<file path="config.mk">
export PLATFORM = sky130hd
export DESIGN_NAME = line_dispatch
export DESIGN_NICKNAME = d
export VERILOG_FILES = /design/src/rtl/compiler_pkg.sv /design/src/rtl/line_fifo.sv /design/src/rtl/line_dispatch.sv
export SDC_FILE = /design/constraint.sdc
export NUM_CORES = 1
export LEC_CHECK = 0
export CORE_AREA = 4 4 239 416
export DETAILED_ROUTE_END_ITERATION = 10
export DIE_AREA = 0 0 243 420
export MAX_ROUTING_LAYER = met4
export PLACE_DENSITY = 0.65
export REMOVE_ABC_BUFFERS = 1
export SYNTH_ARGS = -nofsm -noshare
export SYNTH_HDL_FRONTEND = slang
export SYNTH_SLANG_ARGS = --single-unit
</file>
<file path="constraint.sdc">
create_clock -name i_clk -period 6.3 [get_ports i_clk]
set_input_delay 0.945 -clock i_clk [delete_from_list [all_inputs] [get_ports i_clk]]
set_output_delay 0.945 -clock i_clk [all_outputs]
set_load 0.03 [all_outputs]
</file>
<file path="src/rtl/compiler_pkg.sv">
// Shared constants for the word parser / line dispatch / CPU path.
// FSM state encodings, line error codes and the opcode values exchanged between blocks.
package compiler_pkg;

    typedef enum logic {
        ST_ACCEPT  = 1'b0,
        ST_DISCARD = 1'b1
    } state_t;

    typedef enum logic [1:0] {
        ERR_NONE     = 2'd0,
        ERR_PARSE    = 2'd1,
        ERR_OVERFLOW = 2'd2
    } err_code_t;

    localparam logic [15:0] OPCODE_NOP  = 16'h0000;
    localparam logic [15:0] OPCODE_PUSH = 16'h0001;
    localparam logic [15:0] OPCODE_ADD  = 16'h0002;
    localparam logic [15:0] OPCODE_SUB  = 16'h0003;

endpackage

</file>
<file path="src/rtl/line_fifo.sv">
// Entry storage with three pointers: rd (CPU head), cm (commit boundary), wr (next write).
// Pointers carry one extra wrap bit so that full and empty can be told apart.
module line_fifo #(
    parameter int WIDTH = 48,
    parameter int DEPTH = 16
) (
    input  logic                     i_clk,
    input  logic                     i_rst,
    input  logic                     push,
    input  logic [WIDTH-1:0]         wdata,
    input  logic                     pop,
    input  logic                     commit,
    input  logic                     rollback,
    output logic [WIDTH-1:0]         rdata,
    output logic                     full,
    output logic                     empty,
    output logic [$clog2(DEPTH):0]   count
);
    localparam int AW = $clog2(DEPTH);
    localparam int PW = AW + 1;

    logic [WIDTH-1:0] mem [DEPTH];
    logic [PW-1:0]    rd;
    logic [PW-1:0]    cm;
    logic [PW-1:0]    wr;

    always_ff @(posedge i_clk) begin
        if (!i_rst) begin
            rd <= '0;
            cm <= '0;
            wr <= '0;
            for (int i = 0; i < DEPTH; i++) begin
                mem[i] <= '0;
            end
        end else begin
            if (push) begin
                mem[wr[AW-1:0]] <= wdata;
            end
            if (rollback) begin
                wr <= cm;
            end else if (push) begin
                wr <= wr + PW'(1);
            end
            // commit always accompanies the push of the line's last word
            if (commit) begin
                cm <= wr + PW'(1);
            end
            if (pop) begin
                rd <= rd + PW'(1);
            end
        end
    end

    assign rdata = mem[rd[AW-1:0]];
    assign full  = (wr - rd) == PW'(DEPTH);
    assign empty = (cm == rd);
    assign count = cm - rd;

endmodule

</file>
<file path="src/rtl/line_dispatch.sv">
// Line-atomic opcode buffer: parsed words are staged per line and released to the CPU
// only after the line's last word arrives cleanly; bad or oversized lines are dropped whole.
//
// state      | meaning
// -----------+------------------------------------------------------------
// ST_ACCEPT  | staging words of the current line into the buffer
// ST_DISCARD | dropping the remaining words of a rejected line until eol
module line_dispatch
    import compiler_pkg::*;
#(
    parameter int DATA   = 32,
    parameter int OPCODE = 16,
    parameter int DEPTH  = 16
) (
    input  logic                    i_clk,
    input  logic                    i_rst,
    input  logic                    i_en,
    input  logic                    i_valid,
    input  logic [OPCODE-1:0]       i_opcode,
    input  logic [DATA-1:0]         i_data,
    input  logic                    i_err,
    input  logic                    i_eol,
    output logic                    o_ready,
    output logic                    o_valid,
    output logic [OPCODE-1:0]       o_opcode,
    output logic [DATA-1:0]         o_data,
    input  logic                    i_ack,
    output logic                    o_line_done,
    output logic                    o_err,
    output logic [1:0]              o_err_code,
    output logic [$clog2(DEPTH):0]  o_count
);
    state_t                    state;
    logic                      full;
    logic                      empty;
    logic                      accept;
    logic                      push;
    logic                      commit;
    logic                      parse_fail;
    logic                      overflow;
    logic                      rollback;
    logic                      pop;
    logic [OPCODE+DATA-1:0]    rdata;

    // Full with nothing committed can never drain, so the partial line is abandoned.
    assign overflow   = i_en && (state == ST_ACCEPT) && full && empty;
    assign o_ready    = i_en && ((state == ST_DISCARD) || !full);
    assign accept     = i_valid && o_ready;
    assign push       = accept && (state == ST_ACCEPT) && !i_err;
    assign commit     = push && i_eol;
    assign parse_fail = accept && (state == ST_ACCEPT) && i_err;
    assign rollback   = parse_fail || overflow;
    assign o_valid    = i_en && !empty;
    assign pop        = o_valid && i_ack;

    line_fifo #(
        .WIDTH (OPCODE + DATA),
        .DEPTH (DEPTH)
    ) u_fifo (
        .i_clk    (i_clk),
        .i_rst    (i_rst),
        .push     (push),
        .wdata    ({i_opcode, i_data}),
        .pop      (pop),
        .commit   (commit),
        .rollback (rollback),
        .rdata    (rdata),
        .full     (full),
        .empty    (empty),
        .count    (o_count)
    );

    assign o_opcode = rdata[OPCODE+DATA-1:DATA];
    assign o_data   = rdata[DATA-1:0];

    always_ff @(posedge i_clk) begin
        if (!i_rst) begin
            state       <= ST_ACCEPT;
            o_line_done <= 1'b0;
            o_err       <= 1'b0;
            o_err_code  <= ERR_NONE;
        end else begin
            o_line_done <= commit;
            o_err       <= rollback;
            if (i_en) begin
                case (state)
                    ST_ACCEPT: begin
                        if (overflow) begin
                            o_err_code <= ERR_OVERFLOW;
                            state      <= ST_DISCARD;
                        end else if (parse_fail) begin
                            o_err_code <= ERR_PARSE;
                            state      <= i_eol ? ST_ACCEPT : ST_DISCARD;
                        end
                    end
                    ST_DISCARD: begin
                        if (accept && i_eol) begin
                            state <= ST_ACCEPT;
                        end
                    end
                    default: state <= ST_ACCEPT;
                endcase
            end
        end
    end

endmodule
</file>
## Yosys cells after proc, flatten, opt, wreduce, memory -nomap -nowiden

Memory sizes are Yosys's and may differ from the RTL's. A register that Yosys moved wholly into a read port is not among the register bits.
Index checks and enable logic that the tools add are counted.
Widths: inputs -> output; s select.

- Bits in registers: 20
- Bits in latches: 0
- Memory bits (writable): 768
- Memory bits (read-only): 0
- Bits of input ports: 55
- Output and inout bits: 59
- Word-level logic and storage cells: 54
- Memories kept: 1

- $add $sub $neg: 4
- $mul: 0
- Divide/modulo/power cells: 0
- $lt $le $gt $ge: 0
- Equal/unequal tests: 2
- Shift-type cells: 0
- Mux-type cells: 18
- Bitwise operators: 1
- Reduce and logical (&&, ||, !) cells: 21

Memories:

| name | depth | width | rd ports | clocked after memory_dff | wr ports | RTL line | source |
|---|---|---|---|---|---|---|---|
| u_fifo.mem | 16 | 48 | 1 | 1 | 16 | line_fifo.sv:22 | `logic [WIDTH-1:0] mem [DEPTH];` |

Operators with widths:

| operator | count |
|---|---|
| $mux 48 | 1 |
| $reduce_or 48->1 | 1 |
| $logic_and 1x1->1 | 12 |
| $mux 4 | 3 |
| $add 5x1->5 const B | 2 |
| $mux 5 | 2 |
| $sub 5x5->5 | 2 |
| $mux 1 | 9 |
| $eq 5x5->1 | 1 |
| $eq 5x5->1 const B | 1 |
| $mux 2 | 2 |
| $reduce_bool 2->1 | 2 |
| $logic_not 1->1 | 3 |
| $reduce_and 3->1 | 1 |
| $logic_or 1x1->1 | 2 |
| $pmux 1 s2 | 1 |
| $not 1->1 | 1 |

## Logic depth before layout (Yosys ltp)

Gate-level depths: netlist of the first run.

- Depth after elaboration: 13
- Mapped depth: 10
- Depth with buffers taken out: 8

## Cells and area by module

A second synthesis of the first run with hierarchy kept.

- Cell total of the unflattened synthesis: 2258
- Area, all modules: 35526.6 um^2

Modules (own cells, without submodules):

| module | times used | cells each | area an instance (um^2) | sequential area each (um^2) |
|---|---|---|---|---|
| line_fifo | 1 | 2229 | 35246.3 | 23442.5 |
| line_dispatch | 1 | 29 | 280.3 | 100.1 |

## Least setup slack after synthesis of the first run

OpenSTA, ideal clock, no wires.

- Path type: input port to flip-flop
- From: input port i_valid
- To: memory u_fifo.mem[4][0], enable pin
- Library setup time: 0.520 ns
- Data arrival time: 5.494 ns
- Required time: 5.780 ns
- Slack: 0.286 ns
- Stages on the path: 7
- Cells stage by stage: nand2_1 -> or3_1 -> clkbuf_1 -> nor3b_2 -> nand3b_1 -> buf_2 -> o21ai_0

RTL lines:

| element | RTL line | source |
|---|---|---|
| from (decl) | line_dispatch.sv:18 | `input logic i_valid,` |
| to (decl) | line_fifo.sv:22 |  |

==> metrics.txt, run 1 <==
outcome=finished, final reports clean; post_cts resized=0; multi-input logic area=approximately 10000 um^2; Layout area overhead=14.6%; most used flip-flop cell after synthesis=edfxtp_1; worst slew pin tran=approximately 1.1 ns; port bufs=around 110; Core Region=95700 um^2; sequential cell area=roughly 24000 um^2; CTS tree=yes; clock tree buffer depth=3; Site Rows=150; Critical Path End Type=register; clock root cell=clkbuf_16; final hold slack=between 0.4 and 0.5 ns; GRT Overall Usage=0.187; PD cells=286 nW/um^2; clock network latency to the later pin of the worst-skew pair=approximately 0.64 ns; post-synthesis mux area share=0.160; largest family of logic cells by synthesized area=multiplexers; htree depth=3; Total Wirelength=between 90000 and 100000 um; Avg Cell Area, Syn=approximately 15 um^2; minimum clock period=roughly 5.0 ns; Max Fclk=a little over 0.2 GHz; hold_buf cts=0; TritonCTS Buffers=73; Compound-Gate Fraction of Synth Area=0.00682; Startpoint Class=register; initial antenna violation count=4; pin count of the biggest net entering global routing=just under 90; post-synthesis adder-cell area fraction=0.00533; cell repeated most along the worst path=buf_4; Finished Cell Area=between 30000 and 40000 um^2; WL per Instance=25.6 um; Crit Path Max Fanout=88; clock transition at the registers of the reported paths=0.07 ns; post-synthesis async set-or-reset flop share=0; critical path launch point=u_fifo.wr[0]; Mapped Area=34300 um^2; Yosys reg bits=roughly 790; max-cap viol count=0; Crit path buffers/inverters=3; DRC Markers=0; Clock power frac=0.393; unrepaired setup endpoints after global routing=no; DRT Pass-1 Iters=5; vias in the first global route=21437; ANT nets after route=0; layout cell share with drive strength beyond 1=0.171; Final period util=0.789; max-slew violation count=0; clk_skew=a little under 0.03 ns; Initial Util=0.358; nets@finish=~2400; xor and xnor area share after synthesis=0.00358; combinational share of power=0.073; critical path's largest stage delay=between 0.8 and 0.9 ns; clock sink count=slightly below 800; chip width=roughly 240 um; DIE HEIGHT=around 420 um; Hold Crit Class=register to register; Top delay family on crit path=buffers and inverters; sw frac=0.224; Mapped Cells=2303; Worst Path Arrival=5.30 ns; DR iter-0 viols=2411; sequential share of power=0.534; fillcell total=~8600; Die ar.=about 100000 um^2; Seq/Total Area, Yosys=0.686; Switch Pwr=2.52 mW; number of distinct library cells after synthesis=35; Setup CP Type=register to register; final setup vio count=0; routed via count=20214; hold_sp=o_err_code[0]; Post-DP HPWL=between 50000 and 60000 um; Simple-Gate Fraction of Synth Area=0.115; Synth Warn #=0; IO Count=114; Area after DPL=about 37000 um^2; post-CTS setup buffer count=0; Worst slew margin=0.238; Leak=12.4 nW; worst reg2reg startpoint=u_fifo.wr[0]; crit-path cells=inv_1 -> ha_1 -> nor3b_1 -> xnor2_1 -> nor4_4 -> nor3b_2 -> nand3b_1 -> buf_4 -> buf_4 -> nor2_1; Final Hold Fails=0; Crit path required time=between 6 and 7 ns; Post-synth EDFFs=around 770; VDD IR max=between 100 and 150 uV; first-pass GRT wire length=137000 um; grt total ovfl=0; Final GP Congestion=~0.79; Worst path slowest cell=buf_4; Pint=about 8.7 mW; Via density=between 5 and 6
## synthesized netlist by cell type (6+ instances only)
| cell type | number | area [um^2] |
|---|---|---|
| a21oi_1 | 6 | 30.0 |
| and2_1 | 7 | 43.8 |
| buf_1 | 6 | 22.5 |
| buf_2 | 80 | 400 |
| clkbuf_1 | 76 | 285 |
| dfxtp_1 | 24 | 480 |
| edfxtp_1 | 768 | 23100 |
| ha_1 | 13 | 163 |
| inv_1 | 16 | 60.1 |
| mux2i_1 | 6 | 60.1 |
| mux4_2 | 240 | 5410 |
| nand2_1 | 205 | 769 |
| nor2_1 | 776 | 2910 |
| nor2b_1 | 6 | 37.5 |
| o21ai_0 | 16 | 80.1 |
| xnor2_1 | 10 | 87.6 |
## metal layers
layer | wire length, um | part of all wire | global-route usage | vias up
li1 | - | - | - | 8574
met1 | 33800 | 0.36 | 0.217 | 10532
met2 | 50100 | 0.54 | 0.332 | 919
met3 | 6620 | 0.071 | 0.0304 | 189
met4 | 2790 | 0.030 | 0.0622 | 0
met5 | 0 | 0 | - | -
## cell type report
cell class | instances | area share
Inverter | 16 | 0.00153
Timing Repair Buffer | 158 | 0.0414
Clock inverter | 42 | 0.00993
Clock buffer | 90 | 0.0492
Antenna cell | 4 | 0.000255
Multi-Input combinational cell | 1328 | 0.260
Tap cell | 1216 | 0.0387
Sequential cell | 792 | 0.599
## state kept, by name, indices dropped and copies added, names as in the netlist, named ones only
register	cells
u_fifo.mem	768
o_err	1
state	1
o_line_done	1
u_fifo.cm	5
u_fifo.wr	5
u_fifo.rd	5
o_err_code	2
## worst register-to-register path, stage by stage (launching register included)
cell	delay (ns)
dfxtp_1	0.53
inv_1	0.23
ha_1	0.25
nor3b_1	0.14
xnor2_1	0.16
nor4_4	0.69
nor3b_2	0.25
nand3b_1	0.57
buf_4	0.77
buf_4	0.84
nor2_1	0.25
## path summary, 6_finish.rpt
kind	to	slack, ns	cells after the start
setup / recovery	u_fifo.mem[4][44]	1.33	10
hold / removal	o_err_code[0]	0.46	2
setup reg to reg	u_fifo.mem[4][44]	1.33	10
hold reg to reg	o_err_code[0]	0.46	2
## layout by cell type (no fill, tap or decap), types with 4 or more instances in the layout
cell type	Yosys	routed
and2_1	7	7
mux4_2	240	240
edfxtp_1	768	768
xnor2_1	10	10
ha_1	13	9
nor2_1	776	776
clkbuf_1	76	15
clkbuf_16	0	75
xor2_1	4	4
clkinv_2	0	10
o21ai_4	0	15
mux2i_1	6	6
nand3b_1	5	5
nor2b_1	6	6
nand2_1	205	204
clkinv_1	0	18
a21boi_0	5	5
inv_1	16	16
bufinv_16	0	7
buf_12	0	13
clkdlybuf4s50_1	0	112
diode_2	0	4
o22ai_1	4	4
dfxtp_4	0	4
ha_4	0	4
dfxtp_1	24	20
inv_6	0	4
a21oi_1	6	6
buf_4	5	32
## per-stage QoR
| stage | cells | setup TNS (ns) | setup WS (ns) | power (mW) | util |
|---|---|---|---|---|---|
| after floorplan | 2136 | -2853.45 | -4.05 | 6.60 | - |
| after global placement | 3510 | 0 | 1.54 | 6.92 | 0.386 |
| after detailed placement | 3510 | 0 | 1.38 | 6.94 | 0.386 |
| after CTS | 3642 | 0 | 1.35 | 11.3 | 0.410 |
| after global routing | 3646 | 0 | 0.998 | 11.6 | 0.411 |
| final | 3646 | 0 | 1.33 | 11.2 | 0.411 |
## power groups by stage
| stage | combinational, mW | clock [mW] | sequential, mW |
|---|---|---|---|
| finish | 0.819 | 4.42 | 6.00 |
| global route | 0.860 | 4.69 | 6.01 |
| CTS | 0.830 | 4.49 | 6.00 |
| detailed placement | 0.827 | 0 | 6.11 |
| global placement | 0.821 | 0 | 6.10 |
| floorplan | 0.463 | 0 | 6.14 |
## kinds of logic after synthesis
| logic type | count (synthesis) |
|---|---|
| flops | 792 |
| buf+inv | 183 |
| fa+ha+maj | 14 |
| xor+xnor | 14 |
| simple gates | 1015 |
| mux | 247 |
| compound gates | 38 |
Note: power is estimated with default switching activity, not from simulation.
==> run 2, diff against run 1 <==
==> constraint.sdc (replaced) <==
create_clock -name i_clk -period 4.4 [get_ports i_clk]
set_input_delay 0.66 -clock i_clk [delete_from_list [all_inputs] [get_ports i_clk]]
set_output_delay 0.66 -clock i_clk [all_outputs]
set_load 0.03 [all_outputs]
==> metrics.txt, run 2 (synthesis gave the netlist of run 1 again) <==
outcome=finished, final reports clean; Worst slew margin=0.263 (+0.0249); clk_skew=0.0169 ns (-0.0127 ns); IO Count=114 (unchanged); post-CTS setup buffer count=0 (unchanged); Final period util=0.937; clock tree buffer depth=3 (unchanged); initial antenna violation count=7 (+3); Startpoint Class=register; met1 global-route usage=0.219 (+0.00271); Final Non-Filler Cells=3659 (+0.36%); clock network latency to the later pin of the worst-skew pair=0.64 ns (about the same); Largest Register=u_fifo.mem; Initial Util=0.358 (unchanged); most common cell after layout, fill and taps aside=nor2_1; DIE HEIGHT=420 um (unchanged); clock sink count=792 (unchanged); critical path's largest stage delay=0.64 ns (-0.18 ns); setup slack, reg-to-reg=0.59 ns (-0.74 ns); grt total ovfl=0 (unchanged); GRT met2 Usage=0.330 (-0.00206); routed via count=20123 (-0.45%); clock root cell=clkbuf_16; first-pass GRT wire length=136000 um (-0.63%); DRT Pass-1 Iters=6 (+1); Via density=5.50 (-0.80%); DR iter-0 viols=2151 (-11%); Hold Crit Class=register to register; Area after DPL=37200 um^2 (+0.60%); max-cap viol count=0 (unchanged); Worst Reg-to-Reg Cells=11 (+1); WL per Instance=25.6 um (-0.12%); Final Hold Fails=0 (unchanged); Worst path slowest cell=clkdlybuf4s50_1; Total Wirelength=93500 um (+0.23%); ANT nets after route=0 (unchanged); Top delay family on crit path=buffers and inverters; dpl cells=3526 (+0.46%); clock transition at the registers of the reported paths=0.07 ns (about the same); hold depth=2 (unchanged); cell repeated most along the worst path=mux4_2; Layout area overhead=15.1%; Worst Path Arrival=3.46 ns (-1.84 ns); layout cell share with drive strength beyond 1=0.176 (+0.00463); VDD IR max=281 uV (+87%); Critical Path End Type=output pin; Leak=12.5 nW (+0.69%); Crit path buffers/inverters=2 (-1); Finished Cell Area=39500 um^2 (+0.42%); Crit path required time=3.74 ns (-2.89 ns); Site Rows=150 (unchanged); vias in the first global route=21231 (-0.96%); Max Fclk=~0.24 GHz; hold_buf cts=0 (unchanged); Hold EP=o_err_code[0]; Core Region=95700 um^2 (unchanged); Post-DP HPWL=51700 um (-1.7%); crit-path cells=buf_12 -> mux4_2 -> mux4_2 -> clkdlybuf4s50_1; busiest grt layer=met2; unrepaired setup endpoints after global routing=no; PD cells=405 nW/um^2 (+42%); Crit Path Max Fanout=84 (-4.5%); port bufs=113 (unchanged); DRC Markers=0 (unchanged); Setup CP Type=register to output pin; Power Total=16.0 mW (+42%); max-slew violation count=0 (unchanged); hold_sp=o_err_code[0]; commonest non-fill, non-tap cells in the layout=776 x nor2_1, 768 x edfxtp_1, 240 x mux4_2, 204 x nand2_1, 112 x clkdlybuf4s50_1; htree depth=3 (unchanged); worst slew pin tran=1.11 ns (-0.0374 ns); Largest register FFs=768 (unchanged); worst reg2reg startpoint=u_fifo.wr[3]; minimum clock period=around 4.1 ns; CTS tree=yes; pin count of the biggest net entering global routing=113 (+27%); GRT Overall Usage=0.187 (-0.000270); Die ar.=102000 um^2 (unchanged); worst r2r dst=u_fifo.mem[0][21]; met3 Use GR=0.0289 (-0.00153); final setup vio count=0 (unchanged); fillcell total=8605 (+0.16%); final hold slack=0.461 ns (+0.00367 ns); TritonCTS Buffers=71 (-2.7%); Final GP Congestion=0.790 (about the same); chip width=243 um (unchanged); post_cts resized=0 (unchanged); nets@finish=2452 (+0.57%)
==> run 2: cell types whose count changed in the layout (fill, tap and decap cells not counted) <==
cell / previous run / this run
buf_12: 13 / 21
buf_4: 32 / 40
clkbuf_16: 75 / 71
clkinv_1: 18 / 14
clkinv_2: 10 / 7
diode_2: 4 / 7
clkinv_8: 0 / 2
inv_6: 4 / 6
clkbuf_1: 15 / 16
clkinvlp_4: 1 / 0
inv_16: 0 / 1
==> run 2: worst max-delay path by stage <==
stage / start / end / slack (ns) / cells past startpoint
after floorplan: u_fifo.wr[0] / u_fifo.mem[12][0] / -5.76 / 8
after global placement: i_en / u_fifo.mem[7][38] / 0.57 / 8
after detailed placement: i_en / u_fifo.mem[7][38] / 0.52 / 8
after CTS: register / o_data[4] / 0.17 / 4
after global routing: register / o_data[4] / 0.12 / 4
final: register / o_data[4] / 0.28 / 4
==> run 2: per-stage QoR <==
step	worst slack, ns	util	TNS, ns
floorplan	-5.76	-	-5088.51
global placement	0.573	0.389	0
detailed placement	0.519	0.389	0
CTS	0.166	0.412	0
global route	0.122	0.412	0
finish	0.279	0.412	0
==> run 2: power breakdown <==
part	switching, mW	total [mW]	leakage [nW]	internal (mW)
logic	0.757	1.20	3.27	0.443
registers	0.0757	8.57	8.13	8.50
clock network	2.79	6.21	1.10	3.42
==> run 2: per-layer routing <==
metal  part of all wire  up-vias
met4              0.031        0
met3              0.082      175
met1               0.35    10400
met5                  0        -
li1                   -     8594
met2               0.53      954
==> run 2: area by class of cell <==
class / count / area [um^2] / share of cell area
flip-flops and latches: 792 / 23600 / 0.597
inverters: 16 / 60.1 / 0.00152
multi-input cells: 1328 / 10200 / 0.258
well taps: 1216 / 1520 / 0.0386
repair buffers: 174 / 1850 / 0.0468
clock inverters: 39 / 423 / 0.0107
clock buffers: 87 / 1840 / 0.0465
diodes: 7 / 17.5 / 0.000444
==> run 2: worst min-delay path, delay by kind of cell, from the launching register on <==
| family | cells | cell delay, ns |
|---|---|---|
| flip-flops | 1 | 0.32 |
| buffers and inverters | 1 | 0.05 |
| AO/OA/AOI/OAI | 1 | 0.05 |
==> run 3, diff against run 2 <==
--- a/config.mk
+++ b/config.mk
@@ -6,6 +6,7 @@
 export NUM_CORES = 1
 export LEC_CHECK = 0
 export CORE_AREA = 4 4 239 416
+export CTS_CLUSTER_DIAMETER = 50
 export DETAILED_ROUTE_END_ITERATION = 10
 export DIE_AREA = 0 0 243 420
 export MAX_ROUTING_LAYER = met4
==> metrics.txt, run 3 (synthesis gave the netlist of run 1 again) <==
outcome=finished, final reports clean; worst r2r dst=u_fifo.mem[0][25]; sequential cell area=23600 um^2 (unchanged); post-CTS setup buffer count=0 (unchanged); htree depth=3 (unchanged); clock sink count=792 (unchanged); chip width=243 um (unchanged); routed via count=20141 (+0.089%); worst slew pin tran=1.10 ns (-0.000649 ns); DIE HEIGHT=420 um (unchanged); PD cells=404 nW/um^2 (-0.35%); Finished Cell Area=39400 um^2 (about the same); Worst Reg-to-Reg Cells=11 (unchanged); nets@finish=2452 (unchanged); Post-DP HPWL=51700 um (unchanged); Final period util=0.935 (-0.00136); layout cell share with drive strength beyond 1=0.176 (unchanged); Leak=12.5 nW (about the same); vias in the first global route=21229 (-0.0094%); clock tree buffer depth=3 (unchanged); Die ar.=102000 um^2 (unchanged); Critical Path End=o_data[4]; post_cts resized=0 (unchanged); WL per Instance=25.5 um (-0.11%); VDD IR max=282 uV (+0.26%); multi-input logic area=10200 um^2 (unchanged); Max Fclk=0.243 GHz (+0.15%); hold_buf cts=0 (unchanged); commonest non-fill, non-tap cells in the layout=776 x nor2_1, 768 x edfxtp_1, 240 x mux4_2, 204 x nand2_1, 112 x clkdlybuf4s50_1; Area after DPL=37200 um^2 (unchanged); Worst path slowest cell=clkdlybuf4s50_1; Site Rows=150 (unchanged); critical path's largest stage delay=0.64 ns (about the same); Initial Util=0.358 (unchanged); fillcell total=8612 (+0.081%); Crit path required time=3.74 ns (about the same); max-cap viol count=0 (unchanged); minimum clock period=4.12 ns (-0.00598 ns); TritonCTS Buffers=71 (unchanged); Total Wirelength=93400 um (-0.11%); max-slew violation count=0 (unchanged); ANT nets after route=0 (unchanged); first-pass GRT wire length=137000 um (about the same); clock network latency to the later pin of the worst-skew pair=0.64 ns (about the same); Worst slew margin=0.263 (+0.000432); Final Hold Fails=0 (unchanged); grt total ovfl=0 (unchanged); Layout area overhead=15.0% (about the same); final setup vio count=0 (unchanged); crit-path cells=buf_12 -> mux4_2 -> mux4_2 -> clkdlybuf4s50_1; clk_skew=0.0165 ns (-0.000381 ns); Final Core Density=0.412 (about the same); worst reg2reg startpoint=u_fifo.wr[3]; Core Region=95700 um^2 (unchanged); final hold slack=0.461 ns (-0.00000100 ns); pin count of the biggest net entering global routing=113 (unchanged); Largest Register=u_fifo.mem; initial antenna violation count=7 (unchanged); Largest register FFs=768 (unchanged); Startpoint Class=register; Via density=5.50 (about the same); Final GP Congestion=0.790 (unchanged); most common cell after layout, fill and taps aside=nor2_1; Setup CP Type=register to output pin; Worst Path Arrival=3.46 ns (about the same); DRC Markers=0 (unchanged); GRT Overall Usage=0.187 (about the same); DR iter-0 viols=2009 (-6.6%); DRT Pass-1 Iters=5 (-1); unrepaired setup endpoints after global routing=no; setup slack, reg-to-reg=0.56 ns (-0.03 ns); Crit Path Max Fanout=84 (unchanged); hold depth=2 (unchanged); clock transition at the registers of the reported paths=0.07 ns (about the same); Hold Crit Class=register to register; clock root cell=clkbuf_16; CTS tree=yes; port bufs=113 (unchanged); IO Count=114 (unchanged); Critical Path End Type=output pin; cell repeated most along the worst path=mux4_2
-- run 3: changes by cell type in the layout (fill, tap and decap cells not counted) --
| cell | change |
|---|---|
| clkinv_2 | +1 |
| bufinv_16 | -1 |
-- run 3: through the flow --
| step | TNS (ns) | power (mW) | worst slack, ns | instances |
|---|---|---|---|---|
| after floorplan | -5088.51 | 9.46 | -5.76 | 2136 |
| after global placement | 0 | 9.92 | 0.573 | 3526 |
| after detailed placement | 0 | 9.95 | 0.519 | 3526 |
| after CTS | 0 | 16.0 | 0.166 | 3652 |
| after global routing | 0 | 16.4 | 0.122 | 3659 |
| final | 0 | 15.9 | 0.285 | 3659 |
-- run 3: layout make-up --
class / instances / share of cell area
flip-flops and latches: 792 / 0.597
well taps: 1216 / 0.0386
diodes: 7 / 0.000444
repair buffers: 174 / 0.0468
inverters: 16 / 0.00152
clock buffers: 87 / 0.0466
multi-input cells: 1328 / 0.259
clock inverters: 39 / 0.0101
-- run 3: how the worst min path moves through the flow --
stage	slack, ns	endpoint	startpoint
6_report	0.46	o_err_code[0]	o_err_code[0]
2_1_floorplan	0.47	u_fifo.cm[0]	u_fifo.cm[0]
4_1_cts	0.47	o_err_code[0]	o_err_code[0]
3_3_place_gp	0.44	o_err_code[0]	o_err_code[0]
5_1_grt	0.50	o_err_code[0]	o_err_code[0]
3_5_place_dp	0.46	o_err_code[0]	o_err_code[0]
-- run 3: power by group --
| part | total (mW) | switching (mW) | internal [mW] |
|---|---|---|---|
| Combinational | 1.20 | 0.757 | 0.443 |
| Clock | 6.15 | 2.78 | 3.36 |
| Sequential | 8.57 | 0.0753 | 8.50 |
| Total | 15.9 | 3.62 | 12.3 |
-- run 3: critical path, delay by kind of cell (launching register included) --
kind,cells,cell delay [ns]
mux,2,1.16
buf+inv,2,1.20
flops,1,0.40
-- run 3: per-layer routing --
metal,wire length [um],track usage
met5,0,-
met4,2880,0.0609
met3,7880,0.0287
met2,49600,0.330
met1,33100,0.219
